[config.mk]
export PLATFORM = sky130hd
export DESIGN_NAME = logic_unit_arbiter
export DESIGN_NICKNAME = d
export VERILOG_FILES = /design/src/rtl/lu_arb_pkg.sv /design/src/rtl/logic_unit_arbiter_rr.sv /design/src/rtl/logic_unit_arbiter.sv
export SDC_FILE = /design/constraint.sdc
export NUM_CORES = 1
export LEC_CHECK = 0
export ABC_AREA = 1
export CORE_MARGIN = 2
export CORE_UTILIZATION = 43
export DETAILED_ROUTE_END_ITERATION = 12
export PLACE_DENSITY_LB_ADDON = 0.2
export SYNTH_ARGS = -nofsm -noshare
export SYNTH_HDL_FRONTEND = slang
export SYNTH_SLANG_ARGS = --single-unit
[constraint.sdc]
create_clock -name clk -period 4.5 [get_ports clk]
set_input_delay 1.125 -clock clk [delete_from_list [all_inputs] [get_ports clk]]
set_output_delay 1.125 -clock clk [all_outputs]
set_load 0.02 [all_outputs]
[src/rtl/lu_arb_pkg.sv]
// Shared constants for the logic-unit arbiter: opcodes, stats counter width, tag sizing.
// Latency: n/a (package only).
// Backpressure: n/a.
package lu_arb_pkg;

    // Logic unit opcodes
    localparam logic [1:0] OP_OR  = 2'b00;
    localparam logic [1:0] OP_XOR = 2'b01;
    localparam logic [1:0] OP_AND = 2'b10;
    localparam logic [1:0] OP_NOT = 2'b11;

    // Per-requester grant counter width
    localparam int STATS_W = 16;

    // Bits needed to encode a requester index; never less than one bit
    function automatic int clog2(input int n);
        int r;
        r = 0;
        for (int k = 0; k < 32; k++) begin
            if ((1 << r) < n) r = r + 1;
        end
        return (r < 1) ? 1 : r;
    endfunction

endpackage

[src/rtl/logic_unit_arbiter_rr.sv]
// Round-robin pick among N requesters with a rotating priority pointer.
// Latency: grant is combinational from req; the pointer updates on the advance edge.
// Backpressure: a request is simply held until granted; the pointer moves only on advance.
module rr_arbiter #(
    parameter int N     = 4,
    parameter int IDX_W = 2
) (
    input  logic             clk,
    input  logic             rst,
    input  logic [N-1:0]     req,
    input  logic             advance,
    output logic [N-1:0]     gnt,
    output logic [IDX_W-1:0] idx
);

    logic [IDX_W-1:0] ptr;

    // Search from the pointer upward with wrap; first set request wins
    always_comb begin
        int               j;
        logic [IDX_W-1:0] j_idx;
        logic             found;
        gnt   = '0;
        idx   = '0;
        j     = 0;
        j_idx = '0;
        found = 1'b0;
        for (int k = 0; k < N; k++) begin
            j = int'(ptr) + k;
            if (j >= N) j = j - N;
            j_idx = IDX_W'(j);
            if (!found && req[j_idx] && !rst) begin
                found      = 1'b1;
                gnt[j_idx] = 1'b1;
                idx        = j_idx;
            end
        end
    end

    // Winner drops to lowest priority: pointer moves just past it
    always_ff @(posedge clk or posedge rst) begin
        if (rst) begin
            ptr <= '0;
        end else if (advance) begin
            if (int'(idx) == N - 1) ptr <= '0;
            else                    ptr <= idx + IDX_W'(1);
        end
    end

endmodule

[src/rtl/logic_unit_arbiter.sv]
// Shares one external registered logic unit among NUM_REQ requesters; tags issues and routes results back.
// Latency: operands registered at the grant edge; response strobe LU_LATENCY+1 edges after it.
// Backpressure: requests held until granted; no response backpressure. Option macro LU_ARB_STATS_EN adds grant counters.
module logic_unit_arbiter
    import lu_arb_pkg::*;
#(
    parameter int data_size    = 8,
    parameter int op_code_size = 2,
    parameter int NUM_REQ      = 4,
    parameter int LU_LATENCY   = 2
) (
    input  logic                            clk,
    input  logic                            reset_ah_in,
    input  logic [NUM_REQ-1:0]              req_in,
    input  logic [NUM_REQ*data_size-1:0]    a_in,
    input  logic [NUM_REQ*data_size-1:0]    b_in,
    input  logic [NUM_REQ*op_code_size-1:0] op_code_in,
    output logic [NUM_REQ-1:0]              gnt_out,
    output logic [data_size-1:0]            lu_a_out,
    output logic [data_size-1:0]            lu_b_out,
    output logic [op_code_size-1:0]         lu_op_out,
    input  logic [data_size-1:0]            lu_result_in,
    output logic [NUM_REQ-1:0]              resp_valid_out,
    output logic [data_size-1:0]            resp_data_out,
    output logic                            busy_out
`ifdef LU_ARB_STATS_EN
    ,
    input  logic                            stats_clr_in,
    output logic [NUM_REQ*STATS_W-1:0]      grant_count_out
`endif
);

    localparam int TAG_W = clog2(NUM_REQ);
    localparam int NSTG  = LU_LATENCY + 1;

    logic [TAG_W-1:0] win_idx;
    logic             transfer;
    logic [NSTG-1:0]  stg_vld;
    logic [TAG_W-1:0] stg_tag [NSTG];

    rr_arbiter #(
        .N     (NUM_REQ),
        .IDX_W (TAG_W)
    ) u_rr (
        .clk     (clk),
        .rst     (reset_ah_in),
        .req     (req_in),
        .advance (transfer),
        .gnt     (gnt_out),
        .idx     (win_idx)
    );

    assign transfer = |(req_in & gnt_out);

    // Capture the winner's operands into the unit-facing registers; hold otherwise
    always_ff @(posedge clk or posedge reset_ah_in) begin
        if (reset_ah_in) begin
            lu_a_out  <= '0;
            lu_b_out  <= '0;
            lu_op_out <= '0;
        end else if (transfer) begin
            lu_a_out  <= a_in[int'(win_idx)*data_size +: data_size];
            lu_b_out  <= b_in[int'(win_idx)*data_size +: data_size];
            lu_op_out <= op_code_in[int'(win_idx)*op_code_size +: op_code_size];
        end
    end

    // Tag pipeline tracks each issue through the unit's fixed latency
    always_ff @(posedge clk or posedge reset_ah_in) begin
        if (reset_ah_in) begin
            stg_vld <= '0;
            for (int i = 0; i < NSTG; i++) stg_tag[i] <= '0;
        end else begin
            stg_vld    <= {stg_vld[NSTG-2:0], transfer};
            stg_tag[0] <= win_idx;
            for (int i = 1; i < NSTG; i++) stg_tag[i] <= stg_tag[i-1];
        end
    end

    // Final stage pairs the unit's output with its originating requester
    always_ff @(posedge clk or posedge reset_ah_in) begin
        if (reset_ah_in) begin
            resp_valid_out <= '0;
            resp_data_out  <= '0;
        end else if (stg_vld[NSTG-1]) begin
            resp_valid_out <= NUM_REQ'(1) << stg_tag[NSTG-1];
            resp_data_out  <= lu_result_in;
        end else begin
            resp_valid_out <= '0;
        end
    end

    assign busy_out = |stg_vld;

`ifdef LU_ARB_STATS_EN
    logic [STATS_W-1:0] grant_cnt [NUM_REQ];

    // Saturating per-requester grant counters; clear wins over increment
    always_ff @(posedge clk or posedge reset_ah_in) begin
        if (reset_ah_in) begin
            for (int i = 0; i < NUM_REQ; i++) grant_cnt[i] <= '0;
        end else begin
            for (int i = 0; i < NUM_REQ; i++) begin
                if (stats_clr_in)
                    grant_cnt[i] <= '0;
                else if (req_in[i] && gnt_out[i] && (grant_cnt[i] != {STATS_W{1'b1}}))
                    grant_cnt[i] <= grant_cnt[i] + STATS_W'(1);
            end
        end
    end

    for (genvar g = 0; g < NUM_REQ; g++) begin : g_cnt_out
        assign grant_count_out[g*STATS_W +: STATS_W] = grant_cnt[g];
    end
`endif

endmodule
* After elaboration in Yosys (flattened, before gate mapping) *
Index checks and enable logic that the tools add are counted.

operators by class
  add/sub/neg operators = 8
  $lt $le $gt $ge = 12
  equal/unequal tests = 1
  shift operators = 4
  muxes and demuxes = 33
  bitwise operators = 4
  reductions and logical operators = 17

operators by type and width
  kind                                                                                  number
  32-bit by 6-bit variable part select with 8-bit output                                2
  4-bit 2-to-1 mux                                                                      5
  2-bit 2-to-1 mux                                                                      9
  2-bit by 3-bit less-than comparator with 1-bit output (second input constant)         4
  4-bit OR                                                                              3
  1-bit logical AND                                                                     11
  1-bit 2-to-1 mux                                                                      11
  3-bit greater-or-equal comparator (second input constant)                             3
  1-bit binary-select mux with 2-bit select                                             4
  1-bit demux with 2-bit select                                                         4
  2-bit by 1-bit greater-or-equal comparator with 1-bit output (second input constant)  4
  8-bit by 4-bit variable part select with 2-bit output                                 1
  2-bit by 1-bit subtractor with 2-bit output (second input constant)                   4
  2-bit by 2-bit adder with 3-bit output (second input constant)                        2
  4-bit bitwise AND                                                                     1
  1-bit logical NOT                                                                     4
  4-bit OR reduction                                                                    1
  1-bit by 2-bit << shifter with 4-bit output (first input constant)                    1
  2-bit by 1-bit adder with 3-bit output (second input constant)                        1
  2-bit by 3-bit greater-or-equal comparator with 1-bit output (second input constant)  1
  3-bit OR reduction                                                                    1
  2-bit by 1-bit adder with 2-bit output (second input constant)                        1
  2-bit by 1-bit equality test with 1-bit output (second input constant)                1

storage, ports and cells
  register bits after elaboration = 41
  output and inout bits = 35
  logic and storage cells = 89

* Depth between registers and ports, before layout *
  word-level depth = 20
  gate-level depth with buffers = 20
  depth with buffers taken out = 17

* Hierarchy *
Synthesis repeated with hierarchy kept, for this count alone.

second synthesis, totals
  cells, all modules = 429
  area total of the unflattened synthesis = 2763.9 um^2

by module, submodules not included
  module              instances  cells an instance  area each (um^2)  sequential area each (um^2)
  logic_unit_arbiter  1          349                2296.0            975.9
  rr_arbiter          1          80                 467.9             50.0

* Worst setup path before layout *
OpenSTA, ideal clock, no wires.

  path type = input -> output
  start point = input port reset_ah_in
  end point = output port gnt_out[0]
  data arrival time = 3.134 ns
  data required time = 3.375 ns
  setup slack = 0.241 ns
  stages = 6
  buffers on the path = 0
  cell sequence = clkinv_1 > nand3_4 > nand2_2 > nor2_2 > nand2_1 > nand3b_1

on the way
  word-level cells in the longest chain between the ends = 15
  elaborated cells on any way between the ends = 21
  those cells by class = 7 x mux; 3 x bitwise; 11 x reduce/logical

ends and longest elaborated chain
  element                          line                         RTL
  start: declaration               logic_unit_arbiter.sv:13     input logic reset_ah_in,
  1-bit logical NOT (*)            logic_unit_arbiter_rr.sv:32  if (!found && req[j_idx] && !rst) begin
  1-bit logical AND                logic_unit_arbiter_rr.sv:32
  1-bit 2-to-1 mux                 logic_unit_arbiter_rr.sv:32
  1-bit logical NOT                logic_unit_arbiter_rr.sv:32
  1-bit logical AND (2 in series)  logic_unit_arbiter_rr.sv:32
  1-bit 2-to-1 mux                 logic_unit_arbiter_rr.sv:32
  1-bit logical NOT                logic_unit_arbiter_rr.sv:32
  1-bit logical AND (2 in series)  logic_unit_arbiter_rr.sv:32
  1-bit 2-to-1 mux                 logic_unit_arbiter_rr.sv:32
  1-bit logical NOT                logic_unit_arbiter_rr.sv:32
  1-bit logical AND (2 in series)  logic_unit_arbiter_rr.sv:32
  4-bit 2-to-1 mux (*)             logic_unit_arbiter_rr.sv:32
  end: declaration                 logic_unit_arbiter.sv:18     output logic [NUM_REQ-1:0] gnt_out,

Every way passes the cells marked *; elsewhere a longest branch is shown, timed or not.

* Final worst setup path *
  start point = input port req_in[0]
  end point = output port gnt_out[0]

on the way
  word-level cells in the longest chain between the ends = 16
  elaborated cells on any way between the ends = 28
  those cells by class = 15 x mux; 3 x bitwise; 10 x reduce/logical

ends and longest elaborated chain
  element                                    line                         RTL
  start: declaration                         logic_unit_arbiter.sv:14     input logic [NUM_REQ-1:0] req_in,
  1-bit binary-select mux with 2-bit select  logic_unit_arbiter_rr.sv:32
  1-bit 2-to-1 mux (implied by the code)     logic_unit_arbiter_rr.sv:32
  1-bit logical AND                          logic_unit_arbiter_rr.sv:32
  1-bit 2-to-1 mux                           logic_unit_arbiter_rr.sv:32
  1-bit logical NOT                          logic_unit_arbiter_rr.sv:32
  1-bit logical AND (2 in series)            logic_unit_arbiter_rr.sv:32
  1-bit 2-to-1 mux                           logic_unit_arbiter_rr.sv:32
  1-bit logical NOT                          logic_unit_arbiter_rr.sv:32
  1-bit logical AND (2 in series)            logic_unit_arbiter_rr.sv:32
  1-bit 2-to-1 mux                           logic_unit_arbiter_rr.sv:32
  1-bit logical NOT                          logic_unit_arbiter_rr.sv:32
  1-bit logical AND (2 in series)            logic_unit_arbiter_rr.sv:32
  4-bit 2-to-1 mux (*)                       logic_unit_arbiter_rr.sv:32

Every way passes the cells marked *; elsewhere a longest branch is shown, timed or not. The select of a mux whose other input is x is not followed.

==> impl_summary.md <==
Layout
The area of all sequential standard cells is 0.00103 mm2. The multi-input logic area is 0.00156 mm2. After filler insertion, the fill cell instance count of the layout stands at 569. From synthesis to final layout, the design area changed by 46.5%.

The antenna diode count is 0. The area of all placed cells without fillers is 0.00407 mm2. After the last flow step, the layout net total stands at 613.

Excluding fillers, the count of instances in the completed layout stands at 597. The fraction of final layout cells sized beyond drive strength 1 is 8.27%.

Power
The power density over the cells is 753 mW/mm2. The part of the total power dissipated in combinational logic is 70.8%. The part of the power in registers is 21.0%. Net switching is 52.2% of the power.

Across the VDD grid, the largest voltage drop is 0.408 mV. The cell internal power dissipation is 0.00146 W. The analysis attributes to cell leakage a power of 2.10 nW.

The clock network fraction of design power is 8.2%. The analysis attributes to net switching a power of 0.00160 W.

Synth
By area the synthesized netlist is led by dfrtp_1, nand2_1, nand3_1. The part of the Yosys area used for sequential elements is 37.0%. When the netlist entered floorplanning its net count stood at 502. The area share of the leading cell type in the synthesized netlist is 37.0%. The post-synthesis instance total is 408. Ranked by instance count, the synthesized netlist is headed by nand2_1, nand3_1, dfrtp_1.

In the synthesized netlist the dominant register cell turns out to be dfrtp_1. The largest area contributor in the netlist is dfrtp_1. The synthesized area per cell is 6.80 um2. The number of register bits inferred by synthesis is 41. The dominant cell by count in the synthesized netlist is nand2_1. After synthesis, the share of flip-flops with an asynchronous set or reset is 100%.

The synthesized design contains 0 enable-type register cells. For this run, the number of Yosys warnings is 0. The synthesized netlist occupies a cell area of 0.00278 mm2. The count of distinct cell types in the synthesized netlist is 26.

STA
The transition time at the pin with the least slew margin is 0.652 ns. The worst path uses 94.3% of the clock period. The maximum clock skew at final layout is 0.00860 ns. Setup repair after global routing left no endpoint under its margin. Timing would allow up to 236 MHz. The post-route worst hold slack is 0.346 ns. The worst slew margin relative to its limit is 56.4%.

In the final timing run, aggregate negative setup slack is 0 ns. Setup violations remaining at the end of the flow were counted as 0. The post-layout minimum cycle time is 4.25 ns.

The number of hold violations in the final report is 0. The final max-slew violation count is 0.

Job
The tool flagged a number of max-cap violations equal to 0.

Route
Wires add up to 7.31 mm. The DRC violation count after routing is 0. The residual antenna-violating net count after detailed routing is 0. After detailed routing, the average wire length per cell comes to 12.2 um.

The first TritonRoute pass finished after 4 iterations. The overall via count from detail_route is 2936. Dividing the detail-routed via count by the number of cells gives 4.92. The number of violations reported at the end of detailed-routing iteration 0 is 128.

Global route
The overall global routing resource usage is 20.6%. The number of antenna violations at the first check in global routing was 0. The first global-routing pass estimated 12.2 mm of wire. Global routing finished with a remaining overflow of 0. The number of global-route vias before repair is 2771. The maximum number of pins on one net before global-route repair is 42. The routing usage on met1 is 24.3%. The met3 layer usage reported by global route is 3.24%. For this run, global-route usage on met2 was measured as 37.0%. The global routing stage identified its most utilized layer as met2.

Worst setup path
The highest net fanout along the worst path is 6. The category of the worst setup path launch point is an input pin. At the worst endpoint, the required time is 3.38 ns. The arrival time at the worst endpoint is 3.12 ns. STA classifies the critical path endpoint as a primary output.

The worst setup path is of the in2out kind.

Placement
The placed wire-length estimate is 5.50 mm. Counting tap cells, the placed design contains a total of 589 instances. Routability-driven placement finished with a final weighted congestion of 0.932.

The number of buffers inserted by port buffering is 120. The instance area after placement is 0.00397 mm2.

Die
The number of ports placed on the die boundary is 121. The floorplan step defined a die boundary enclosing 0.00711 mm2. The starting density of the core is 44.2%. The die outline width is 84.3 um.

The die is 84.3 um tall. The site row count is 29. The core region is 0.00628 mm2.

CTS
In this run, CTS created clock tree buffers numbering 5. After clock tree synthesis, the clock-pin slew on the worst setup and hold paths is 0.08 ns. For this design, the sink count on the clock tree is 41. The number of buffers inserted by hold repair at cts is 0. The buffer depth of the longest clock path is 2.

After clock tree synthesis, the setup repair step added 0 buffers. The clock network latency to the later pin of the worst-skew pair is 0.29 ns. The master cell of the clock root buffer is clkbuf_8. The post-CTS resize count is 0. The CTS H-tree depth is 2.

TritonCTS built the clock tree.

Run status
The run finished with clean final reports.

Min path
The path class of the tightest hold or removal check is reg2reg.
==> power by group through the flow <==
stage	Combinational [W]	Sequential, W	Clock, W
after floorplan	0.00147	0.000773	0
after global placement	0.00213	0.000640	0
after detailed placement	0.00217	0.000649	0
after CTS	0.00218	0.000643	0.000256
after global routing	0.00243	0.000662	0.000272
final	0.00217	0.000642	0.000252
==> final timing paths <==
| check | start | to | slack (ns) | depth (start not counted) |
|---|---|---|---|---|
| setup / recovery | req_in[0] | gnt_out[0] | 0.25 | 8 |
| hold / removal | stg_tag[3]$_DFF_PP0_ | stg_tag[1]$_DFF_PP0_ | 0.35 | 0 |
| setup reg to reg | u_rr.ptr[1]$_DFFE_PP0P_ | lu_op_out[0]$_DFFE_PP0P_ | 1.31 | 15 |
| hold reg to reg | stg_tag[3]$_DFF_PP0_ | stg_tag[1]$_DFF_PP0_ | 0.35 | 0 |
| max in group asynchronous | reset_ah_in | lu_a_out[1]$_DFFE_PP0P_ | 2.71 | 3 |
| min in group asynchronous | reset_ah_in | stg_tag[2]$_DFF_PP0_ | 1.43 | 3 |
==> kinds of logic after synthesis <==
| kind of cell | synth area share [%] |
|---|---|
| AOI/OAI and AO/OA | 0.947 |
| xor gates and xnor gates | 0.316 |
| adders and majority gates | 3.61 |
| buffers and inverters | 6.94 |
| DFF | 37.0 |
| and+or+nand+nor | 51.2 |
==> routing by layer <==
layer / vias to the layer above / routed length, um
li1: 1496 / -
met1: 1277 / 2960
met2: 140 / 3570
met3: 23 / 532
met4: 0 / 237
met5: - / 0
==> critical path, stage by stage <==
cell and delay, ns:
clkdlybuf4s50_1 0.56, nand2_1 0.10, nand3_1 0.09, nand3_1 0.12, nor2_4 0.22, nand3_1 0.12
nand3b_1 0.16, clkdlybuf4s50_1 0.63
==> layout by cell type (no fill, tap or decap), drive strengths merged, types with 3 or more instances in the layout <==
master,instances
nor2,7
clkdlybuf4s50,120
inv,14
nor3,4
nand2,243
clkbuf,6
dfrtp,41
ha,8
buf,4
nand3b,3
nand3,63
==> flip-flops by register name, summed over array words and instances, names as in the netlist <==
signal          flops
stg_vld             3
u_rr.ptr            2
resp_data_out       8
stg_tag             6
lu_b_out            8
resp_valid_out      4
lu_a_out            8
lu_op_out           2
==> cell type report <==
| type | count | area share (%) |
|---|---|---|
| Clock buffer | 6 | 2.03 |
| Timing Repair Buffer | 124 | 30.3 |
| Tap cell | 77 | 2.37 |
| Clock inverter | 2 | 0.338 |
| Sequential cell | 41 | 25.2 |
| Multi-Input combinational cell | 333 | 38.3 |
| Inverter | 14 | 1.48 |
==> metrics by stage <==
step / utilization, % / total power, W / setup WS (ns)
floorplan: - / 0.00224 / 0.241
global placement: 63.2 / 0.00277 / 0.353
detailed placement: 63.2 / 0.00282 / 0.300
CTS: 64.8 / 0.00308 / 0.296
global route: 64.8 / 0.00336 / 0.180
finish: 64.8 / 0.00306 / 0.255
(Power assumes the default switching activity.)
